## src/rtl/cell_collector.sv

```systemverilog
// ---------------------------------------------------------------------------
// cell_collector
//   Cell-to-router injection path. Sixteen processing cells present
//   bit-serial messages. Seven independent channel FSMs each pick one
//   requesting cell round-robin and stream a fixed-length message onto the
//   router channel, tagging every bit with the 4-bit source-cell address.
//
// Optional feature (compile-time macro COLLECT_PARITY_EN):
//   when defined, each message is followed by one even-parity bit, the XOR
//   of the MSG_LEN data bits. The cell is not advanced for that bit.
//
// Ports
//   clk, rst_n   clock (rising edge), asynchronous active-low reset
//   cellReq      [15:0] cell i has a message ready
//   cellDim      [47:0] cellDim[3i+2:3i] target channel of cell i (7 = none)
//   cellBit      [15:0] current serial data bit of each cell
//   cellGrant    [15:0] registered one-cycle pulse, cell i won a channel
//   cellAdv      [15:0] cell i's bit was consumed this cycle (combinational)
//   chanReady    [6:0]  downstream buffer c accepts a bit
//   chanValid    [6:0]  channel c presents a bit (combinational from state)
//   chanBit      [6:0]  serial data bit on channel c
//   chanSrc      [27:0] chanSrc[4c+3:4c] source cell on channel c
// ---------------------------------------------------------------------------
module cell_collector #(
   parameter int unsigned MSG_LEN = 32,
   parameter int unsigned CNT_W   = 6
) (
   input  logic        clk,
   input  logic        rst_n,
   input  logic [15:0] cellReq,
   input  logic [47:0] cellDim,
   input  logic [15:0] cellBit,
   output logic [15:0] cellGrant,
   output logic [15:0] cellAdv,
   input  logic [6:0]  chanReady,
   output logic [6:0]  chanValid,
   output logic [6:0]  chanBit,
   output logic [27:0] chanSrc
);

   localparam int unsigned NCELL = 16;
   localparam int unsigned NCHAN = 7;

   localparam logic [1:0] S_IDLE   = 2'd0;
   localparam logic [1:0] S_GRANT  = 2'd1;
   localparam logic [1:0] S_STREAM = 2'd2;

`ifdef COLLECT_PARITY_EN
   // Count MSG_LEN is the parity slot.
   localparam logic [CNT_W-1:0] LAST = CNT_W'(MSG_LEN);
`else
   localparam logic [CNT_W-1:0] LAST = CNT_W'(MSG_LEN - 1);
`endif

   logic [1:0]       state_q [NCHAN];
   logic [1:0]       state_d [NCHAN];
   logic [3:0]       src_q   [NCHAN];
   logic [3:0]       src_d   [NCHAN];
   logic [CNT_W-1:0] cnt_q   [NCHAN];
   logic [CNT_W-1:0] cnt_d   [NCHAN];
   logic [3:0]       ptr_q   [NCHAN];
   logic [3:0]       ptr_d   [NCHAN];
`ifdef COLLECT_PARITY_EN
   logic             par_q   [NCHAN];
   logic             par_d   [NCHAN];
`endif
   logic [15:0]      grant_d;

   // State registers for all channels plus the registered grant pulse.
   always_ff @(posedge clk or negedge rst_n) begin
      if (!rst_n) begin
         for (int c = 0; c < NCHAN; c++) begin
            state_q[c] <= S_IDLE;
            src_q[c]   <= '0;
            cnt_q[c]   <= '0;
            ptr_q[c]   <= '0;
`ifdef COLLECT_PARITY_EN
            par_q[c]   <= 1'b0;
`endif
         end
         cellGrant <= '0;
      end else begin
         for (int c = 0; c < NCHAN; c++) begin
            state_q[c] <= state_d[c];
            src_q[c]   <= src_d[c];
            cnt_q[c]   <= cnt_d[c];
            ptr_q[c]   <= ptr_d[c];
`ifdef COLLECT_PARITY_EN
            par_q[c]   <= par_d[c];
`endif
         end
         cellGrant <= grant_d;
      end
   end

   // Per-channel arbitration, next state and channel/cell outputs.
   always_comb begin
      logic       found;
      logic [3:0] win;
      logic [3:0] idx;
      logic       dbit;

      grant_d   = '0;
      cellAdv   = '0;
      chanValid = '0;
      chanBit   = '0;
      chanSrc   = '0;
      found     = 1'b0;
      win       = '0;
      idx       = '0;
      dbit      = 1'b0;

      for (int c = 0; c < NCHAN; c++) begin
         state_d[c] = state_q[c];
         src_d[c]   = src_q[c];
         cnt_d[c]   = cnt_q[c];
         ptr_d[c]   = ptr_q[c];
`ifdef COLLECT_PARITY_EN
         par_d[c]   = par_q[c];
`endif

         // First eligible cell at or after the pointer; 4-bit add wraps mod 16.
         found = 1'b0;
         win   = '0;
         for (int k = 0; k < NCELL; k++) begin
            idx = ptr_q[c] + 4'(k);
            if (!found && cellReq[idx] && (cellDim[3*idx +: 3] == 3'(c))) begin
               found = 1'b1;
               win   = idx;
            end
         end

         case (state_q[c])
            S_IDLE: begin
               if (found) begin
                  state_d[c]   = S_GRANT;
                  src_d[c]     = win;
                  ptr_d[c]     = win + 4'd1;
                  cnt_d[c]     = '0;
`ifdef COLLECT_PARITY_EN
                  par_d[c]     = 1'b0;
`endif
                  grant_d[win] = 1'b1;
               end
            end
            S_GRANT: state_d[c] = S_STREAM;
            S_STREAM: begin
               dbit = cellBit[src_q[c]];
`ifdef COLLECT_PARITY_EN
               if (cnt_q[c] == LAST) dbit = par_q[c];
`endif
               chanValid[c]        = 1'b1;
               chanBit[c]          = dbit;
               chanSrc[4*c +: 4]   = src_q[c];
               if (chanReady[c]) begin
                  cnt_d[c] = cnt_q[c] + CNT_W'(1);
`ifdef COLLECT_PARITY_EN
                  // Parity slot does not consume a cell bit.
                  if (cnt_q[c] != LAST) begin
                     cellAdv[src_q[c]] = 1'b1;
                     par_d[c]          = par_q[c] ^ dbit;
                  end
`else
                  cellAdv[src_q[c]] = 1'b1;
`endif
                  if (cnt_q[c] == LAST) state_d[c] = S_IDLE;
               end
            end
            default: state_d[c] = S_IDLE;
         endcase
      end
   end

endmodule

```

## config.mk

```make
export PLATFORM = sky130hd
export DESIGN_NAME = cell_collector
export DESIGN_NICKNAME = d
export VERILOG_FILES = /design/src/rtl/cell_collector.sv
export SDC_FILE = /design/constraint.sdc
export NUM_CORES = 1
export LEC_CHECK = 0
export CAP_MARGIN = 40
export CORE_MARGIN = 5
export CORE_UTILIZATION = 45
export DETAILED_ROUTE_END_ITERATION = 10
export SLEW_MARGIN = 20
export SYNTH_ARGS = -nofsm -noshare
export SYNTH_HDL_FRONTEND = slang
export SYNTH_SLANG_ARGS = --single-unit
```

## constraint.sdc

```tcl
create_clock -name clk -period 10.12 [get_ports clk]
set_input_delay 2.024 -clock clk [delete_from_list [all_inputs] [get_ports clk]]
set_output_delay 2.024 -clock clk [all_outputs]
set_load 0.02 [all_outputs]
```

Word-level counts from Yosys, hierarchy flattened --
Cells that the tools add are included. W data, S select, Z words.
Operators by class: $lt $le $gt $ge 140, reduce and logical (&&, ||, !) cells 387, bitwise gates (word level) 12, muxes and demuxes 588, multipliers 112, equal/unequal tests 138, shift-type cells 112, $add $sub $neg 119
Operators with widths (count):
- $shiftx A48 B7 Y3 | 112
- $mul A2 B4 Y6 const A | 112
- $lt A4 B5 Y1 const B | 126
- $bmux W1 S4 | 119
- $mux W4 | 119
- $mux W16 | 28
- $mux W1 | 259
- $logic_and A1 B1 Y1 | 231
- $add A4 B4 Y4 const B | 56
- $or A16 B16 Y16 | 12
- $eq A3 B3 Y1 const B | 48
- $add A4 B3 Y4 const B | 28
- $logic_not A1 Y1 | 105
- $eq A3 B2 Y1 const B | 32
- $mux W6 | 14
- $pmux W6 S2 | 7
- $add A4 B1 Y4 const B | 14
- $add A4 B2 Y4 const B | 14
- $demux W1 S4 | 14
- $ge A4 B1 Y1 const B | 14
- $eq A3 B1 Y1 const B | 16
- $logic_not A3 Y1 | 16
- $add A6 B1 Y6 const B | 7
- $eq A6 B5 Y1 const B | 7
- 9 further kinds | 98
Storage, ports and cells: input bits 89, word-level logic and storage cells 1637, output and inout port bits 74, flip-flop bits (word level) 128

Logic depth before layout (Yosys ltp) --
Gate-level depths: netlist (run 1).
depth after elaboration 89, gate-level depth with buffers 24, mapped depth without buffers 19

Worst setup path before layout (run 1) --
OpenSTA, ideal clock, no wires.
kind input -> register, from in cellDim[35], to reg cellGrant[6], data required time 9981 ps, stages 16, path slack 3805 ps, setup time 139 ps, arrival 6176 ps, path buffers 3, path through clkbuf_1 > clkbuf_1 > and4b_1 > mux4_2 > mux4_2 > a211oi_1 > nand3_1 > buf_2 > nor4_1 > nor3_1 > a22oi_1 > inv_1 > ha_1 > and2_1 > and2_1 > or4b_1
On the way: cells in the longest elaborated chain, start to end 88, elaborated cells between the ends (all ways) 825, those cells by class order compare: 14; eq/ne: 96; shift: 112; mux: 252; bitwise: 6; reduce/logical: 345
Ends and longest elaborated chain:
- start: declaration | line 31 | input logic [47:0] cellDim,
- $shiftx A48 B7 Y3 | line 127 | if (!found && cellReq[idx] && (cellDim[3*idx +: 3] == 3'(c))) begin
- $logic_not A3 Y1 | line 127
- $logic_and A1 B1 Y1 | line 127
- $mux W1 | line 127
- $logic_not A1 Y1 | line 127
- $logic_and A1 B1 Y1 (2 in series) | line 127
- $mux W1 | line 127
- $logic_not A1 Y1 | line 127
- [72 not listed]
- $mux W16 | line 133 | case (state_q[c])
- $or A16 B16 Y16 (no line)
- $mux W16 | line 135 | if (found) begin
- $mux W16 | line 133
- $or A16 B16 Y16 (no line)
- $mux W16 | line 135
- $mux W16 * | line 133
- named net grant_d[6] | line 67 | logic [15:0] grant_d;
- end signal: assignment | line 92 | cellGrant <= grant_d;
- end: declaration | line 33 | output logic [15:0] cellGrant,
Mark *: on every way through the listed nets, which the timed path passes. The rest lies on a longest branch. A chain may end at the register's enable or synchronous reset.

Worst setup path in the final report (run 1) --
from in cellReq[3], to reg cellGrant[6]
On the way: cells in the longest elaborated chain, start to end 88, elaborated cells between the ends (all ways) 825, those cells by class order compare: 14; mux: 476; bitwise: 6; reduce/logical: 329
Ends and longest elaborated chain:
- start: declaration | line 30 | input logic [15:0] cellReq,
- $bmux W1 S4 | line 127
- $mux W1 (implied by the code) | line 127
- $logic_and A1 B1 Y1 | line 127
- $mux W1 | line 127
- $logic_not A1 Y1 | line 127
- $logic_and A1 B1 Y1 (2 in series) | line 127
- $mux W1 | line 127
- $logic_not A1 Y1 | line 127
- [72 not listed]
- $mux W16 | line 133
- $or A16 B16 Y16 (no line)
- $mux W16 | line 135
- $mux W16 | line 133
- $or A16 B16 Y16 (no line)
- $mux W16 | line 135
- $mux W16 * | line 133
- named net grant_d[6] | line 67
Mark *: on every way through the listed nets, which the timed path passes. The rest lies on a longest branch. The select of a mux whose other input is x is not followed.

==> summary.txt, run 1 <==
Run status
  – Status: finished clean

Synthesis
  – Sequential fraction of the synthesis area: a little over a tenth
  – Synthesized area: 0.02942 mm²
  – Most used DFF post-synth: dfrtp_1
  – Syn_area_per_cell: 7.868 µm²
  – Asr flop ratio synth: 100.0%
  – Number of synthesized register bits: approximately 130
  – Gate Count Post-Synth: 3740
  – Synth cell types: 104
  – Number of synthesis warnings: 0
  – Post-synth net total: slightly below 4000
  – Post-synth EDFFs: 0

Setup path
  – Critical path class: in -> reg
  – WP data arrival: 8.01 ns
  – Crit-path cells: clkdlybuf4s50_1 -> nand4bb_1 -> nand4_1 -> and2_1 -> mux4_2 -> a211oi_1 -> nand3_1 -> nor4_2 -> nor3_1 -> a22oi_1 -> inv_1 -> ha_1 -> and2_1 -> and2_1 -> or4b_1
  – Crit-path most repeated cell: and2_1
  – CP max stage delay: 0.89 ns
  – Crit path required time: 10.43 ns
  – Critical path endpoint category: register
  – Slowest CP cell: clkdlybuf4s50_1
  – Largest fanout on the critical path: 24
  – Worst setup SP type: primary input

Clock tree
  – Hold-fix buffers at CTS: 0
  – H-tree levels: 4
  – Clk slew on worst S/H paths: 0.07 ns
  – Post-cts sizing count: 0
  – Number of clock sinks: 128
  – Clock Path Buffers: 2
  – CTS tree: yes
  – TritonCTS Buffers: 17
  – Clock latency on the worst-skew pair: ~0.45 ns
  – CTS root buf: clkbuf_16
  – Buffers inserted by post-CTS timing repair: 0

GRT
  – Gr ovfl total: 0
  – First-pass GRT wire length: 198000 µm
  – Initial antenna violation count: 6
  – Total track usage: 35.82%
  – Vias in the first global route: 30630
  – GRT met2 Usage: between 50% and 60%
  – Pin count of the biggest net entering global routing: 72
  – GR peak layer: met2
  – GRT met3 Usage: 9.438%
  – M1 GR Usage: 48.70%

Final layout
  – Share of layout cells above drive strength 1: 12.74%
  – Area growth from synthesis to layout: 10.02%
  – Multi-input gate area in the final layout: 0.02465 mm²
  – FF/Latch Area: 0.003207 mm²
  – Fillers: 6361
  – # nets final: around 3900
  – Most common cell after layout, fill and taps aside: nand2_1
  – Most frequent cells in the layout: 363 x nand2_1, 285 x nor2_1, 188 x mux4_2

STA
  – Setup TNS: 0 ns
  – Max Slew Vio Count: 0
  – Rel. slew slack: 34.00%
  – Unrepaired setup endpoints after global routing: false
  – Fin crit share: 76.13%
  – Final hold viol count: 0
  – Final setup fails: 0
  – Clk_skew: ~0.016 ns
  – Slew @ Worst Pin: 0.9901 ns
  – Max Freq: 129.8 MHz
  – Final min period: 7.705 ns

Job
  – Max Cap Violations: 0

Floorplan
  – Cell Rows: 93
  – Core area: ~0.065 mm²
  – Starting Density: 45.56%
  – DIE WIDTH: 265.7 µm
  – Die ar.: about 0.07 mm²
  – Die height: between 200 and 300 µm
  – IO Pins: 163

Worst hold path
  – Worst hold path type: reg -> reg

Route
  – Post-route DRC: 0
  – WL/cell: 29.15 µm
  – Initial drt markers: roughly 5400
  – Detailed-router iteration count before antenna repair: 9
  – Vias/cell: 7.241
  – Final ANT Viol Nets: 0
  – Via count: 33230
  – Routed WL: 133800 µm

Place
  – DP HPWL: 102700 µm
  – Gpl congestion: roughly 1.0
  – Port Buffers: 162
cells by family (layout without fill, tap and decap cells):
group	count (synthesis)	in the layout	synth area share, %
xor gates and xnor gates	126	126	3.750
AOI/OAI and AO/OA	1014	1014	24.32
adders and majority gates	84	84	3.572
buffers and inverters	416	403	5.502
other	0	7	0
and+or+nand+nor	1638	1638	32.38
muxes	334	334	19.59
DFF	128	128	10.89
synth_stat cells (52+ instances only):
library cell	count	area (µm²)
nand2_1	363	1363
o22ai_1	71	444.2
mux4_2	188	4234
nor2b_1	73	456.7
o21ai_0	187	935.9
a21oi_1	168	840.8
nand3_1	122	610.6
dfrtp_1	128	3203
nor3_1	99	495.5
clkbuf_1	246	923.4
inv_1	83	311.6
xnor2_1	74	648.1
mux2i_1	101	1011
xor2_1	52	455.4
nor2_1	285	1070
ha_1	84	1051
and2_1	97	606.8
o211ai_1	56	420.4
nor4bb_1	68	680.7
per-stage QoR:
step	area (µm²)	worst slack [ns]	utilization (%)	hold slack [ns]	std cells
after detailed placement	31610	2.128	48.94	0.4997	4536
after global routing	32360	1.892	50.11	0.5503	4584
after floorplan	29420	3.805	-	0.4498	3740
after global placement	31490	2.065	48.76	0.4859	4521
final	32370	2.415	50.13	0.5057	4589
after CTS	32200	2.593	49.86	0.5086	4568
sequential cells by signal (all words and copies together) (netlist names):
| signal | count |
|---|---|
| cellGrant | 16 |
| cnt_q | 42 |
| ptr_q | 28 |
| src_q | 28 |
| state_q | 14 |
routing by layer:
metal	share of wire, %	wire, µm	up-vias
li1	-	-	14560
met4	5.4	7245	2
met5	0.0082	11	-
met3	12	15810	377
met1	40	53320	16120
met2	43	57370	2170
path summary, 6_finish.rpt:
check | start | to | slack [ns] | cells after the start
min in group asynchronous | rst_n | cnt_q[24] | 1.59 | 1
setup / recovery | cellReq[3] | cellGrant[6] | 2.42 | 15
hold / removal | state_q[3] | state_q[3] | 0.51 | 1
hold reg to reg | state_q[3] | state_q[3] | 0.51 | 1
max in group asynchronous | rst_n | ptr_q[24] | 7.50 | 3
setup reg to reg | ptr_q[8] | cellGrant[6] | 2.78 | 16
worst max-delay path, delay by kind of cell:
kind | cells | cell delay (ns)
adder cells (fa/ha/maj) | 1 | 0.19
AO/OA/AOI/OAI | 2 | 0.97
AND/OR/NAND/NOR | 9 | 3.19
multiplexers | 1 | 0.60
buffers and inverters | 2 | 1.02
cell type report:
cell class | instances | share of cell area, %
inverter | 108 | 1.252
sequential | 128 | 9.906
multi-input combinational | 3196 | 76.13
antenna | 7 | 0.05411
timing repair buffer | 263 | 7.514
tap | 855 | 3.305
clock buffer | 17 | 1.314
clock inverter | 15 | 0.5218
Power of run 1 is left out: the tool's default activity adds up to more than one toggle a clock period on the data nets, which glitch-free logic cannot reach.
==> run 2: changes to the inputs <==
--- a/config.mk
+++ b/config.mk
@@ -9,6 +9,7 @@
 export CORE_MARGIN = 5
 export CORE_UTILIZATION = 45
 export DETAILED_ROUTE_END_ITERATION = 10
+export PLACE_DENSITY = 0.65
 export SLEW_MARGIN = 20
 export SYNTH_ARGS = -nofsm -noshare
 export SYNTH_HDL_FRONTEND = slang
==> constraint.sdc (replaced) <==
create_clock -name clk -period 6.2 [get_ports clk]
set_input_delay 1.24 -clock clk [delete_from_list [all_inputs] [get_ports clk]]
set_output_delay 1.24 -clock clk [all_outputs]
set_load 0.02 [all_outputs]
==> run 2 against run 1 <==
Net effect:
- sequential share of layout area shrank 1.1 points
- register-to-register slack lost 2.4 ns
- non-clock buffer count grew 460
- cell count grew 9.9%
- clock-buffer cell count is the same
- die area is the same
- first-iteration DRC count shrank 12%
==> summary.txt, run 2 (same netlist as run 1, synthesis figures left out) <==
STA
  – Setup WS post-layout: 0.2618 ns
  – Clk_skew: 0.01631 ns
  – Slew @ Worst Pin: 0.8710 ns
  – Max Freq: around 170 MHz
  – Final setup fails: 0
  – Fin crit share: 95.78%
  – Setup TNS: 0 ns
  – Unrepaired setup endpoints after global routing: false
  – Final min period: 5.938 ns
  – Rel. slew slack: 41.51%
  – Final hold viol count: 0
  – Max Slew Vio Count: 0
  – Worst hold slack: 0.5304 ns

Final layout
  – Area growth from synthesis to layout: 23.15%
  – Share of layout cells above drive strength 1: 22.33%
  – Final Non-Filler Cells: just over 5000
  – Largest Register: cnt_q
  – # nets final: around 4300
  – Most frequent cells in the layout: 518 x buf_4, 363 x nand2_1, 284 x nor2_1
  – Largest regs: cnt_q x42, ptr_q x28, src_q x28
  – Most common cell after layout, fill and taps aside: buf_4
  – Largest register FFs: 42

Clock tree
  – TritonCTS Buffers: 17
  – Number of clock sinks: 128
  – Buffers inserted by post-CTS timing repair: 0
  – Clock latency on the worst-skew pair: 0.47 ns
  – Clk slew on worst S/H paths: 0.07 ns
  – CTS tree: yes
  – Clock Path Buffers: 2
  – CTS root buf: clkbuf_16
  – H-tree levels: 4

Route
  – Vias/cell: between 6 and 7
  – Initial drt markers: 4702
  – Detailed-router iteration count before antenna repair: 8
  – Routed WL: between 100000 and 150000 µm
  – Post-route DRC: 0
  – Final ANT Viol Nets: 0
  – WL/cell: between 20 and 30 µm
  – Via count: about 35000

GRT
  – Initial antenna violation count: 2
  – First-pass GRT wire length: 205400 µm
  – Total track usage: between 30% and 40%
  – Gr ovfl total: 0
  – Vias in the first global route: between 30000 and 40000
  – Pin count of the biggest net entering global routing: 83

Setup path
  – Worst setup SP type: primary input
  – Crit-path cells: clkdlybuf4s50_1 -> buf_4 -> nor4b_1 -> mux4_2 -> mux4_2 -> or3_1 -> or4_1 -> buf_4 -> nor4_1 -> nor3_1 -> o21ai_1 -> buf_4 -> inv_1 -> ha_1 -> nand3_1 -> nand4_1 -> or3_1
  – CP startpoint: cellDim[47]
  – Largest fanout on the critical path: 7
  – WP data arrival: between 6 and 7 ns
  – Critical path endpoint category: register
  – Crit path required time: roughly 6.5 ns
  – Crit-path most repeated cell: buf_4
  – CP max stage delay: 0.73 ns
  – Slowest CP cell: clkdlybuf4s50_1
  – Critical path class: in -> reg
  – Worst r2r src: ptr_q[24]

Floorplan
  – Cell Rows: 93
  – IO Pins: 163
  – Starting Density: 45.56%
  – Die height: 265.7 µm
  – DIE WIDTH: 265.7 µm
  – Core area: between 0.06 and 0.07 mm²
  – Die ar.: roughly 0.071 mm²

Job
  – Max Cap Violations: 0

Run status
  – Status: finished clean

Place
  – Gpl congestion: between 1 and 1.5
  – Cell count after placement: 5004
  – Dpl ws: -0.1582 ns
  – Port Buffers: 162
  – DP HPWL: 106800 µm

Worst hold path
  – Worst hold path type: reg -> reg
  – Worst hold start: state_q[3]
## run 2: final timing paths
| kind | slack, ns | endpoint | cells past startpoint |
|---|---|---|---|
| max | 0.26 | cellGrant[12] | 17 |
| min | 0.53 | state_q[3] | 1 |
| max in group asynchronous | 4.31 | ptr_q[24] | 3 |
| max reg2reg | 0.39 | cellGrant[12] | 18 |
| min in group asynchronous | 0.56 | cnt_q[21] | 1 |
| min reg2reg | 0.53 | state_q[3] | 1 |
## run 2: repair_timing
| item | CTS | global route |
|---|---|---|
| hold buffers | 0 | 0 |
| endpoints found under the setup margin | 0 | 1 |
| resized for setup | 0 | 2 |
## run 2: worst max-delay path: cells and delay by family
kind / cells / cell delay [ns]
AOI/OAI and AO/OA: 1 / 0.20
muxes: 2 / 1.03
and+or+nand+nor: 8 / 2.05
adders and majority gates: 1 / 0.25
buffers and inverters: 5 / 1.47
## run 2: cell type report
type | count | area, µm²
sequential | 128 | 3206
timing repair buffer | 723 | 6311
multi-input combinational | 3196 | 24650
clock inverter | 15 | 168.9
fill | 6145 | 28340
tap | 855 | 1070
antenna | 1 | 2.502
clock buffer | 17 | 425.4
inverter | 108 | 405.4
## run 2: layer usage
metal	up-vias	track usage (%)	share of wire, %	wire length [µm]
met5	-	0	0	0
met2	2246	54.64	42	57230
met4	0	15.17	5.2	7104
met1	16840	52.15	42	57100
met3	401	8.551	11	15470
li1	15500	-	-	-
## run 2: per-stage QoR
stage	utilization, %	instance area (µm²)
floorplan	-	29420
detailed placement	55.08	35570
CTS	56.00	36160
finish	56.11	36240
global route	56.11	36240
global placement	55.06	35560
Power of run 2 is left out for the same reason.
